## src/rtl/seg7_pkg.sv

```systemverilog
// seg7_pkg
// Shared display types and constants for the 7-segment scan display.
//   seg7_t     : one glyph, bit 0 = segment a ... bit 6 = segment g
//   SEG7_OFF   : all segments dark (default polarity)
//   SEG7_OVF   : overflow glyph, segments c, d, e and f lit
//   SEG7_HEX   : hex glyph table indexed by nibble value 0..F
//   seg7_glyph : table lookup helper used by the decoder
package seg7_pkg;

    typedef logic [6:0] seg7_t;

    localparam seg7_t SEG7_OFF = 7'h00;
    localparam seg7_t SEG7_OVF = 7'h3C;

    // Lower-case b and d keep 8/B and 0/D distinguishable on the display.
    localparam seg7_t SEG7_HEX [16] = '{
        7'h3F, 7'h06, 7'h5B, 7'h4F,
        7'h66, 7'h6D, 7'h7D, 7'h07,
        7'h7F, 7'h6F, 7'h77, 7'h7C,
        7'h39, 7'h5E, 7'h79, 7'h71
    };

    function automatic seg7_t seg7_glyph(input logic [3:0] nib);
        return SEG7_HEX[nib];
    endfunction

endpackage

```

## src/rtl/seg7_hex_decode.sv

```systemverilog
// seg7_hex_decode
// Purely combinational nibble-to-glyph decoder.
//   nibble : 4-bit hex value
//   glyph  : segment pattern {g..a}, default (active-high) polarity
module seg7_hex_decode
    import seg7_pkg::*;
(
    input  logic [3:0] nibble,
    output seg7_t      glyph
);

    assign glyph = seg7_glyph(nibble);

endmodule

```

## src/rtl/seg7_adder_scan.sv

```systemverilog
// seg7_adder_scan
// Adds two NDIG-digit hex operands on a load strobe and shows the registered
// sum on a time-multiplexed common-segment display.
//   clk   : system clock
//   rst_n : asynchronous active-low reset
//   load  : single-cycle strobe, captures a + b
//   a, b  : operands, 4*NDIG bits each
//   seg   : segments, seg[0] = a ... seg[6] = g
//   an    : one-hot digit enable, an[0] = least significant digit
//   ovf   : carry-out of the last load
module seg7_adder_scan
    import seg7_pkg::*;
#(
    parameter int NDIG           = 4,
    parameter int SCAN_DIV       = 50000,
    parameter int BLANK_CYC      = 500,
    parameter int LZ_BLANK       = 1,
    parameter int SEG_ACTIVE_LOW = 0,
    parameter int AN_ACTIVE_LOW  = 0
) (
    input  logic              clk,
    input  logic              rst_n,
    input  logic              load,
    input  logic [4*NDIG-1:0] a,
    input  logic [4*NDIG-1:0] b,
    output logic [6:0]        seg,
    output logic [NDIG-1:0]   an,
    output logic              ovf
);

    localparam int W    = 4 * NDIG;
    localparam int CNTW = $clog2(SCAN_DIV);
    localparam int IDXW = (NDIG > 1) ? $clog2(NDIG) : 1;

    localparam logic [6:0]      SEG_INV = (SEG_ACTIVE_LOW != 0) ? 7'h7F : 7'h00;
    localparam logic [NDIG-1:0] AN_INV  = (AN_ACTIVE_LOW != 0) ? {NDIG{1'b1}} : {NDIG{1'b0}};

    logic [W-1:0]      sum_q;
    logic [CNTW-1:0]   cnt;
    logic [IDXW-1:0]   idx;
    logic              cnt_last;
    logic              idx_last;

    logic [3:0]        cur_nib;
    logic              upper_zero;
    logic              digit_lz;
    seg7_t             glyph;
    logic              in_blank;
    logic              lz_hide;
    seg7_t             seg_nxt;
    logic [NDIG-1:0]   an_nxt;

    // The sum is computed one bit wider than the operands so the carry-out
    // lands in ovf. Every load overwrites the previous result.
    always_ff @(posedge clk or negedge rst_n) begin
        if (!rst_n) begin
            sum_q <= '0;
            ovf   <= 1'b0;
        end else if (load) begin
            {ovf, sum_q} <= {1'b0, a} + {1'b0, b};
        end
    end

    assign cnt_last = (cnt == CNTW'(SCAN_DIV - 1));
    assign idx_last = (idx == IDXW'(NDIG - 1));

    // Prescaler and digit index. The scan runs freely and is independent of
    // loads, so a load never shifts a slot boundary.
    always_ff @(posedge clk or negedge rst_n) begin
        if (!rst_n) begin
            cnt <= '0;
            idx <= '0;
        end else begin
            if (cnt_last) begin
                cnt <= '0;
                idx <= idx_last ? '0 : idx + 1'b1;
            end else begin
                cnt <= cnt + 1'b1;
            end
        end
    end

    // Walk the digits from the most significant end: upper_zero stays set
    // while every nibble seen so far is zero, so when the walk reaches the
    // current digit it tells whether that digit and all above it are zero.
    always_comb begin
        cur_nib    = 4'h0;
        upper_zero = 1'b1;
        digit_lz   = 1'b0;
        for (int i = NDIG - 1; i >= 0; i--) begin
            upper_zero = upper_zero & (sum_q[4*i +: 4] == 4'h0);
            if (idx == IDXW'(i)) begin
                cur_nib  = sum_q[4*i +: 4];
                digit_lz = upper_zero;
            end
        end
    end

    seg7_hex_decode u_decode (
        .nibble (cur_nib),
        .glyph  (glyph)
    );

    assign in_blank = (cnt < CNTW'(BLANK_CYC));

    // Digit 0 is never suppressed, and overflow must show on every digit,
    // so both override leading-zero blanking.
    assign lz_hide = (LZ_BLANK != 0) && (idx != '0) && digit_lz && !ovf;

    // Next display value in default polarity; everything dark unless the
    // slot is past its blanking interval and the digit is not suppressed.
    always_comb begin
        seg_nxt = SEG7_OFF;
        an_nxt  = '0;
        if (!in_blank && !lz_hide) begin
            for (int i = 0; i < NDIG; i++) begin
                an_nxt[i] = (idx == IDXW'(i));
            end
            seg_nxt = ovf ? SEG7_OVF : glyph;
        end
    end

    // Output registers. Polarity is applied only here so the internal logic
    // always works in active-high terms.
    always_ff @(posedge clk or negedge rst_n) begin
        if (!rst_n) begin
            seg <= SEG_INV;
            an  <= AN_INV;
        end else begin
            seg <= seg_nxt ^ SEG_INV;
            an  <= an_nxt ^ AN_INV;
        end
    end

endmodule

```

## config.mk

```make
export PLATFORM = sky130hd
export DESIGN_NAME = seg7_adder_scan
export DESIGN_NICKNAME = d
export VERILOG_FILES = /design/src/rtl/seg7_pkg.sv /design/src/rtl/seg7_hex_decode.sv /design/src/rtl/seg7_adder_scan.sv
export SDC_FILE = /design/constraint.sdc
export NUM_CORES = 1
export LEC_CHECK = 0
export CORE_UTILIZATION = 50
export CTS_CLUSTER_DIAMETER = 120
export DETAILED_ROUTE_END_ITERATION = 7
export GPL_TIMING_DRIVEN = 0
export HOLD_SLACK_MARGIN = 0.06
export PLACE_DENSITY_LB_ADDON = 0.25
export SLEW_MARGIN = 20
export SYNTH_ARGS = -nofsm -noshare
export SYNTH_HDL_FRONTEND = slang
export SYNTH_HIERARCHICAL = 1
export SYNTH_SLANG_ARGS = --single-unit
export TNS_END_PERCENT = 30
```

## constraint.sdc

```tcl
create_clock -name clk -period 9.1 [get_ports clk]
set_clock_uncertainty 0.2 [all_clocks]
set_input_delay 1.365 -clock clk [delete_from_list [all_inputs] [get_ports clk]]
set_output_delay 1.365 -clock clk [all_outputs]
set_load 0.02 [all_outputs]
```

==> results of run 1 <==
[cells by family after synthesis]
group | count (synthesis) | synth area share, %
buffers and inverters | 26 | 3.60
multiplexers | 14 | 5.30
XOR/XNOR | 19 | 5.26
flip-flops | 46 | 36.4
AND/OR/NAND/NOR | 121 | 20.0
adder cells (fa/ha/maj) | 29 | 11.7
AO/OA/AOI/OAI | 79 | 17.8
[state kept, by name (all words and copies together), names as in the netlist]
signal,cells
seg,7
idx,2
cnt,16
ovf,1
sum_q,16
an,4
[cell type report]
cell class / count / area share, %
clock buffers: 6 / 2.16
flip-flops and latches: 46 / 30.1
well taps: 75 / 2.45
repair buffers: 47 / 12.4
plain buffers: 10 / 1.40
multi-input cells: 262 / 49.6
inverters: 16 / 1.57
clock inverters: 2 / 0.327
[layout by cell type (no fill, tap or decap), types with 5 or more instances in the layout]
| cell | n |
|---|---|
| nand4_1 | 8 |
| inv_1 | 15 |
| dfrtp_1 | 46 |
| o21ai_0 | 14 |
| mux2_2 | 9 |
| xor2_1 | 7 |
| clkbuf_8 | 6 |
| clkbuf_1 | 5 |
| clkdlybuf4s50_1 | 45 |
| nand3_1 | 16 |
| ha_1 | 28 |
| nor3_1 | 8 |
| and2_1 | 5 |
| nand2_1 | 23 |
| a21oi_1 | 19 |
| nor2_1 | 31 |
| xnor2_1 | 12 |
[worst min path at each step]
stage / startpoint / to / slack (ns) / depth (start not counted)
detailed placement: cnt[0] / cnt[0] / 0.28 / 1
global route: cnt[7] / cnt[7] / 0.32 / 1
CTS: cnt[0] / cnt[0] / 0.29 / 1
floorplan: cnt[0] / cnt[0] / 0.25 / 1
global placement: cnt[7] / cnt[7] / 0.27 / 1
finish: cnt[0] / cnt[0] / 0.29 / 1
[power breakdown]
group	switching [mW]	internal [mW]	leakage (nW)	total (mW)
logic	0.0762	0.0741	1.01	0.150
registers	0.0130	0.219	0.591	0.232
clock network	0.0697	0.0611	0.0472	0.131
[worst max-delay path, cell delays in order]
cell and delay (ns):
clkdlybuf4s50_1 0.40, ha_1 0.23, fa_1 0.44, a211oi_2 0.30
o21ai_1 0.20, a41oi_1 0.27, xnor2_1 0.11, mux2_2 0.27
[per-stage QoR]
| step | std cells | utilization, % | hold slack [ns] | setup WS [ns] | area (sq um) |
|---|---|---|---|---|---|
| after floorplan | 334 | - | 0.251 | 5.80 | 3170 |
| after global placement | 455 | 61.7 | 0.270 | 5.21 | 3720 |
| after detailed placement | 456 | 62.0 | 0.281 | 5.17 | 3730 |
| after CTS | 464 | 63.6 | 0.293 | 5.50 | 3830 |
| after global routing | 464 | 63.6 | 0.316 | 5.34 | 3830 |
| final | 464 | 63.6 | 0.288 | 5.50 | 3830 |
[routing by layer]
layer / routed length (microns) / GRT usage [%] / part of all wire (%)
met1: 3020 / 27.2 / 46
met3: 230 / 3.89 / 3.5
met5: 0 / 0 / 0
met4: 75 / 6.32 / 1.1
met2: 3260 / 38.8 / 49
==> results.json, run 1 <==
{
  "io_pins": 47,
  "setup_viol": 0,
  "outcome": "completed",
  "startpoint": "a[0]",
  "multi_input_area_sq_um": 1900,
  "synth_flop_cell": "dfrtp_1",
  "async_flop_share_pct": 100,
  "synth_edf_count": 0,
  "antenna_found_initial": 0,
  "ir_drop_mv": 0.0996,
  "synth_largest_area_cell": "dfrtp_1",
  "pwr_density_cell_nw_per_um2": 134,
  "r2r-end": "seg[3]",
  "drtAntennaViolNets": 0,
  "slew-limit-headroom_pct": 51.9,
  "port_buffers": 46,
  "clk_latency_ns": 0.31,
  "total_power_uw": 514,
  "hold_buffers": 0,
  "ys_seq_area_share_pct": 36.4,
  "grt_overflow": 0,
  "netlist_area_sq_um": 3170,
  "ctsResizeCount": 0,
  "hold_path.class": "flip-flop to flip-flop",
  "cts-root-buf": "clkbuf_8",
  "maxSlewViolCount": 0,
  "fillers": 510,
  "wirelength_mm": 6.59,
  "setup_tns_ns": 0,
  "coreArea_sq_um": 6030,
  "synth_area_leaders": "dfrtp_1 (36%), ha_1 (11%), nor2_1 (3.7%)",
  "die_area_sq_um": 6650,
  "gp_congestion": 0.808,
  "drv_cap": 0,
  "worstSetupEndpoint": "sum_q[10]",
  "cts_buffer_depth": 2,
  "syn_to_final_growth_pct": 21.0,
  "cts_sinks": 46,
  "min_period_over_period_pct": 39.5,
  "drive_gt1_share_pct": 8.48,
  "startpoint_type": "input port",
  "synth_common_cells": "dfrtp_1 (46), nor2_1 (31), ha_1 (28)",
  "yosys_warnings": 6,
  "synth_fp_nets": 398,
  "dr.first_iter.drc_count": 101,
  "grt_pass1_vias": 2533,
  "tightest_slew_ns": 0.714,
  "grtUsageTotal_pct": 21.9,
  "critPathRequiredTime_ns": 9.10,
  "arrival_ns": 3.59,
  "vias_per_cell": 5.78,
  "reg2reg_depth": 12,
  "yosysUniqueCellTypes": 63,
  "htree_levels": 2,
  "grt_pass1_wl_mm": 11.3,
  "die_h_microns": 81.6,
  "first_pass_iters": 4,
  "vias": 2680,
  "p_leak_nw": 1.65,
  "grt_max_degree": 33,
  "hold_viol": 0,
  "die_width_microns": 81.6,
  "path_clk_slew_ns": 0.09,
  "post_cts_buffers": 0,
  "crit_type": "input port to flip-flop",
  "initial_core_util_pct": 52.5,
  "synth_seq_cells": 46,
  "tritoncts": "built",
  "timing.rr.start": "idx[0]",
  "max_freq_ghz": 0.278,
  "register_area_sq_um": 1150,
  "period_needed_ns": 3.60,
  "synth_top_area_share_pct": 36.4,
  "syn_inst": 334,
  "r2r_slack_ns": 5.82,
  "rows": 28,
  "avgRoutedWirePerCell_microns": 14.2,
  "yosysMostFrequentCell": "dfrtp_1",
  "path_max_fanout": 4,
  "nNetsFinal": 452,
  "postSynthAreaPerCell_sq_um": 9.48,
  "cp-end-kind": "flip-flop",
  "dp_hpwl_mm": 5.12,
  "cts_buffers": 5,
  "drcViolationCount": 0,
  "rsz0062_at_grt": "no",
  "antenna_cells": 0
}
Note: power is estimated with default switching activity, not from simulation.
==> inputs of run 2 (changes only) <==
==> constraint.sdc (replaced) <==
create_clock -name clk -period 3.73 [get_ports clk]
set_clock_uncertainty 0.2 [all_clocks]
set_input_delay 0.5595 -clock clk [delete_from_list [all_inputs] [get_ports clk]]
set_output_delay 0.5595 -clock clk [all_outputs]
set_load 0.02 [all_outputs]
==> results.json, run 2 (synthesis results as in run 1) <==
{
  "die_width_microns": 81.6,
  "nNetsFinal": 453,
  "final_common_cell": "dfrtp_1",
  "drv_cap": 0,
  "startpoint_type": "flip-flop",
  "rows": 28,
  "slew-limit-headroom_pct": 51.8,
  "hold_path.class": "flip-flop to flip-flop",
  "outcome": "completed",
  "arrival_ns": 3.27,
  "vias_per_cell": 5.73,
  "crit_type": "flip-flop to flip-flop",
  "dp_hpwl_mm": 5.12,
  "dp_cells": 456,
  "ir_drop_mv": 0.243,
  "dr.first_iter.drc_count": 111,
  "grt_overflow": 0,
  "period_needed_ns": 3.29,
  "cts_buffer_depth": 2,
  "final_cells": 465,
  "hold_viol": 0,
  "final_cell_mix": "dfrtp_1 (46), clkdlybuf4s50_1 (45), nor2_1 (31), ha_1 (28), nand2_1 (23)",
  "post_cts_buffers": 0,
  "r2r_slack_ns": 0.44,
  "wirelength_mm": 6.62,
  "htree_levels": 2,
  "grt_max_degree": 33,
  "grtUsageTotal_pct": 22.0,
  "setup_viol": 0,
  "grt_pass1_vias": 2533,
  "port_buffers": 46,
  "antenna_cells": 0,
  "initial_core_util_pct": 52.5,
  "tritoncts": "built",
  "io_pins": 47,
  "worstSetupEndpoint": "seg[3]",
  "first_pass_iters": 4,
  "drtAntennaViolNets": 0,
  "rsz0062_at_grt": "no",
  "design_area_sq_um": 3840,
  "path_clk_slew_ns": 0.09,
  "setup_tns_ns": 0,
  "timing.rr.start": "idx[0]",
  "reg2reg_depth": 12,
  "p_leak_nw": 1.65,
  "pwr_density_cell_nw_per_um2": 327,
  "grt_pass1_wl_mm": 11.4,
  "drive_gt1_share_pct": 8.46,
  "avgRoutedWirePerCell_microns": 14.2,
  "tightest_slew_ns": 0.715,
  "min_period_over_period_pct": 88.1,
  "gp_congestion": 0.808,
  "cts-root-buf": "clkbuf_8",
  "cts_buffers": 5,
  "max_freq_ghz": 0.304,
  "cts_sinks": 46,
  "die_h_microns": 81.6,
  "vias": 2663,
  "syn_to_final_growth_pct": 21.3,
  "fillers": 509,
  "antenna_found_initial": 0,
  "reg.largest.list": "cnt (16), sum_q (16), seg (7)",
  "cp-end-kind": "flip-flop",
  "startpoint": "idx[0]",
  "r2r-end": "seg[3]",
  "holdCritStartpoint": "cnt[0]",
  "dp_slack_ns": 0.498,
  "coreArea_sq_um": 6030,
  "critPathRequiredTime_ns": 3.72,
  "timing.final.ws_setup_ns": 0.445,
  "placed_cell_area_sq_um": 3730,
  "maxSlewViolCount": 0,
  "drcViolationCount": 0,
  "die_area_sq_um": 6650,
  "path_max_fanout": 8,
  "clk_latency_ns": 0.31
}
## run 2: cell count changes in the layout (fill, tap and decap cells not counted)
cell           delta
dlygate4sd3_1     +1
## run 2: power breakdown
| group | internal [mW] | switching (mW) |
|---|---|---|
| Clock | 0.149 | 0.170 |
| Sequential | 0.535 | 0.0318 |
| Combinational | 0.182 | 0.186 |
## run 2: what timing repair did
action / in CTS / in global routing
gates resized for setup: 0 / 0
setup endpoints to repair: 0 / 0
hold buffers: 1 / 0
endpoints found under the hold margin: 14 / 0
## run 2: metal layers
layer	track usage [%]	up-vias	wire length, microns
met5	0	-	0
met4	6.32	0	75
met3	3.89	7	221
met2	39.1	60	3260
met1	27.2	1262	3060
li1	-	1334	-
## run 2: final cells by class
| cell class | count | area, sq um | share of cell area (%) |
|---|---|---|---|
| Buffer | 10 | 53.8 | 1.40 |
| Clock buffer | 6 | 82.6 | 2.15 |
| Clock inverter | 2 | 12.5 | 0.326 |
| Inverter | 16 | 60.1 | 1.56 |
| Multi-Input combinational cell | 262 | 1900 | 49.5 |
| Sequential cell | 46 | 1150 | 30.0 |
| Tap cell | 75 | 93.8 | 2.44 |
| Timing Repair Buffer | 48 | 485 | 12.6 |
## run 2: worst max-delay path: stages (launching register included)
cell and delay [ns]:
dfrtp_1 0.39, inv_1 0.10, ha_1 0.20, clkbuf_1 0.18, nor2_1 0.20, a221o_1 0.18
o21ai_0 0.08, o21ai_0 0.42, inv_1 0.19, ha_1 0.36, mux4_1 0.50, nor2_1 0.10
nor2_1 0.05
## run 2: worst min-delay path by stage
| stage | endpoint | slack [ns] | cells after the start |
|---|---|---|---|
| after global routing | cnt[7] | 0.32 | 1 |
| after detailed placement | cnt[0] | 0.28 | 1 |
| final | cnt[0] | 0.29 | 1 |
| after CTS | cnt[0] | 0.29 | 1 |
| after floorplan | an[0] | 0.06 | 0 |
| after global placement | cnt[7] | 0.27 | 1 |
## run 2: per-stage QoR
step	power, mW	util, %	hold WS, ns
floorplan	0.819	-	0.0639
CTS	1.26	63.7	0.293
finish	1.25	63.7	0.290
global placement	0.921	61.7	0.270
global route	1.32	63.7	0.316
detailed placement	0.939	62.0	0.281
==> inputs of run 3 (changes only) <==
--- a/config.mk
+++ b/config.mk
@@ -5,6 +5,7 @@
 export SDC_FILE = /design/constraint.sdc
 export NUM_CORES = 1
 export LEC_CHECK = 0
+export CORE_ASPECT_RATIO = 0.6
 export CORE_UTILIZATION = 50
 export CTS_CLUSTER_DIAMETER = 120
 export DETAILED_ROUTE_END_ITERATION = 7
==> constraint.sdc (replaced) <==
create_clock -name clk -period 3.73 [get_ports clk]
set_clock_uncertainty 0.2 [all_clocks]
set_input_delay 1.119 -clock clk [delete_from_list [all_inputs] [get_ports clk]]
set_output_delay 1.119 -clock clk [all_outputs]
set_load 0.02 [all_outputs]
==> results.json, run 3 (synthesis results as in run 1) <==
{
  "htree_levels": 2,
  "cp_top_family": "compound AO/OA/AOI/OAI gates",
  "rsz0062_at_grt": "no",
  "met3_usage_pct": 5.28,
  "multi_input_area_sq_um": 1900,
  "path_max_fanout": 4,
  "cts_sinks": 46,
  "rows": 22,
  "hold_end": "cnt[7]",
  "dp_hpwl_mm": 5.35,
  "io_pins": 47,
  "grt.met2_usage_pct": 33.9,
  "dp_slack_ns": 0.0635,
  "coreArea_sq_um": 6110,
  "max_freq_ghz": 0.296,
  "grt_overflow": 0,
  "min_period_over_period_pct": 90.4,
  "tritoncts": "built",
  "setup_viol": 0,
  "grt_max_degree": 27,
  "reg.largest.list": "cnt (16), sum_q (16), seg (7)",
  "vias": 2645,
  "holdCritStartpoint": "cnt[7]",
  "slew-limit-headroom_pct": 52.4,
  "hold_viol": 0,
  "cp_slowest_stage_delay_ns": 0.43,
  "total_power_mw": 1.30,
  "reg2reg_depth": 12,
  "hold_path.class": "flip-flop to flip-flop",
  "period_needed_ns": 3.37,
  "post_cts_buffers": 0,
  "avgRoutedWirePerCell_microns": 14.5,
  "drv_cap": 0,
  "startpoint_type": "input port",
  "crit_chain": "clkdlybuf4s50_1 -> ha_1 -> fa_1 -> a211oi_2 -> o21ai_1 -> a41oi_1 -> xnor2_1 -> mux2_2",
  "whs_path_depth": 1,
  "grt_util_met1_pct": 34.0,
  "r2r_slack_ns": 0.37,
  "antenna_cells": 0,
  "ir_drop_mv": 0.166,
  "die_area_sq_um": 6660,
  "fillers": 522,
  "ctsResizeCount": 0,
  "setup_tns_ns": 0,
  "drtAntennaViolNets": 0,
  "cts-root-buf": "clkbuf_8",
  "antenna_found_initial": 0,
  "grt_pass1_vias": 2555,
  "grtUsageTotal_pct": 22.9,
  "first_pass_iters": 5,
  "die_width_microns": 105,
  "drcViolationCount": 0,
  "pwr_density_cell_nw_per_um2": 337,
  "cts_buffer_depth": 2,
  "dr.first_iter.drc_count": 125,
  "tightest_slew_ns": 0.707,
  "r2r-end": "seg[3]",
  "drive_gt1_share_pct": 8.48,
  "register_area_sq_um": 1150,
  "maxSlewViolCount": 0,
  "syn_to_final_growth_pct": 21.8,
  "die_h_microns": 63.6,
  "port_buffers": 46,
  "clk_latency_ns": 0.30,
  "final_common_cell": "dfrtp_1",
  "path_depth": 8,
  "grt-busiest-layer": "met1",
  "cp-end-kind": "flip-flop",
  "wirelength_mm": 6.87,
  "gp_congestion": 0.828,
  "p_leak_nw": 1.66,
  "crit_buf_inv": 1,
  "outcome": "completed",
  "critPathRequiredTime_ns": 3.72,
  "critical-path-slowest-cell": "fa_1",
  "hold_buffers": 0,
  "arrival_ns": 3.36,
  "crit_type": "input port to flip-flop",
  "timing.final.ws_setup_ns": 0.357,
  "initial_core_util_pct": 51.8,
  "final_cell_mix": "dfrtp_1 (46), clkdlybuf4s50_1 (45), nor2_1 (31), ha_1 (28), nand2_1 (23)",
  "nNetsFinal": 452,
  "cts_buffers": 5,
  "timing.rr.start": "idx[0]",
  "path_clk_slew_ns": 0.08,
  "grt_pass1_wl_mm": 12.2,
  "vias_per_cell": 5.59
}
## run 3: per-stage QoR
| step | hold slack (ns) | cells | util (%) | cell area, sq um |
|---|---|---|---|---|
| global placement | 0.278 | 464 | 61.1 | 3730 |
| global route | 0.327 | 473 | 63.1 | 3850 |
| floorplan | 0.251 | 334 | - | 3170 |
| CTS | 0.300 | 473 | 63.1 | 3850 |
| detailed placement | 0.285 | 465 | 61.3 | 3750 |
| finish | 0.296 | 473 | 63.1 | 3850 |
## run 3: how the worst max path moves through the flow
| stage | startpoint | end | slack, ns |
|---|---|---|---|
| 6_report | a[0] | sum_q[10] | 0.36 |
| 5_1_grt | idx[0] | seg[3] | 0.05 |
| 4_1_cts | a[0] | sum_q[10] | 0.38 |
| 3_5_place_dp | a[0] | sum_q[10] | 0.06 |
| 3_3_place_gp | a[0] | sum_q[10] | 0.07 |
| 2_1_floorplan | a[0] | sum_q[8] | 0.67 |
## run 3: worst register-to-register path: stages (launching register included)
cell      delay (ns)
dfrtp_1         0.40
inv_1           0.11
ha_1            0.21
clkbuf_1        0.18
nor2_1          0.21
a221o_1         0.18
o21ai_0         0.08
o21ai_0         0.48
inv_1           0.23
ha_1            0.36
mux4_1          0.49
nor2_1          0.10
nor2_1          0.04
## run 3: report_power, final
part	total (mW)	switching (mW)	leakage, nW	internal [mW]
Sequential	0.567	0.0313	0.591	0.535
Clock	0.365	0.168	0.0579	0.197
Combinational	0.366	0.186	1.01	0.181
Total	1.30	0.385	1.66	0.913
## run 3: final cells by class
class / instances / share of cell area (%)
clock buffer: 5 / 1.79
clock inverter: 3 / 1.04
timing repair buffer: 47 / 12.3
buffer: 10 / 1.40
inverter: 16 / 1.56
multi-input combinational: 262 / 49.3
tap: 84 / 2.73
sequential: 46 / 29.9
## run 3: routing by layer
layer  up-vias  part of all wire (%)
met5         -                     0
met4         0                  0.61
met3         6                   5.4
met2        67                    42
met1      1237                    52
li1       1335                     -
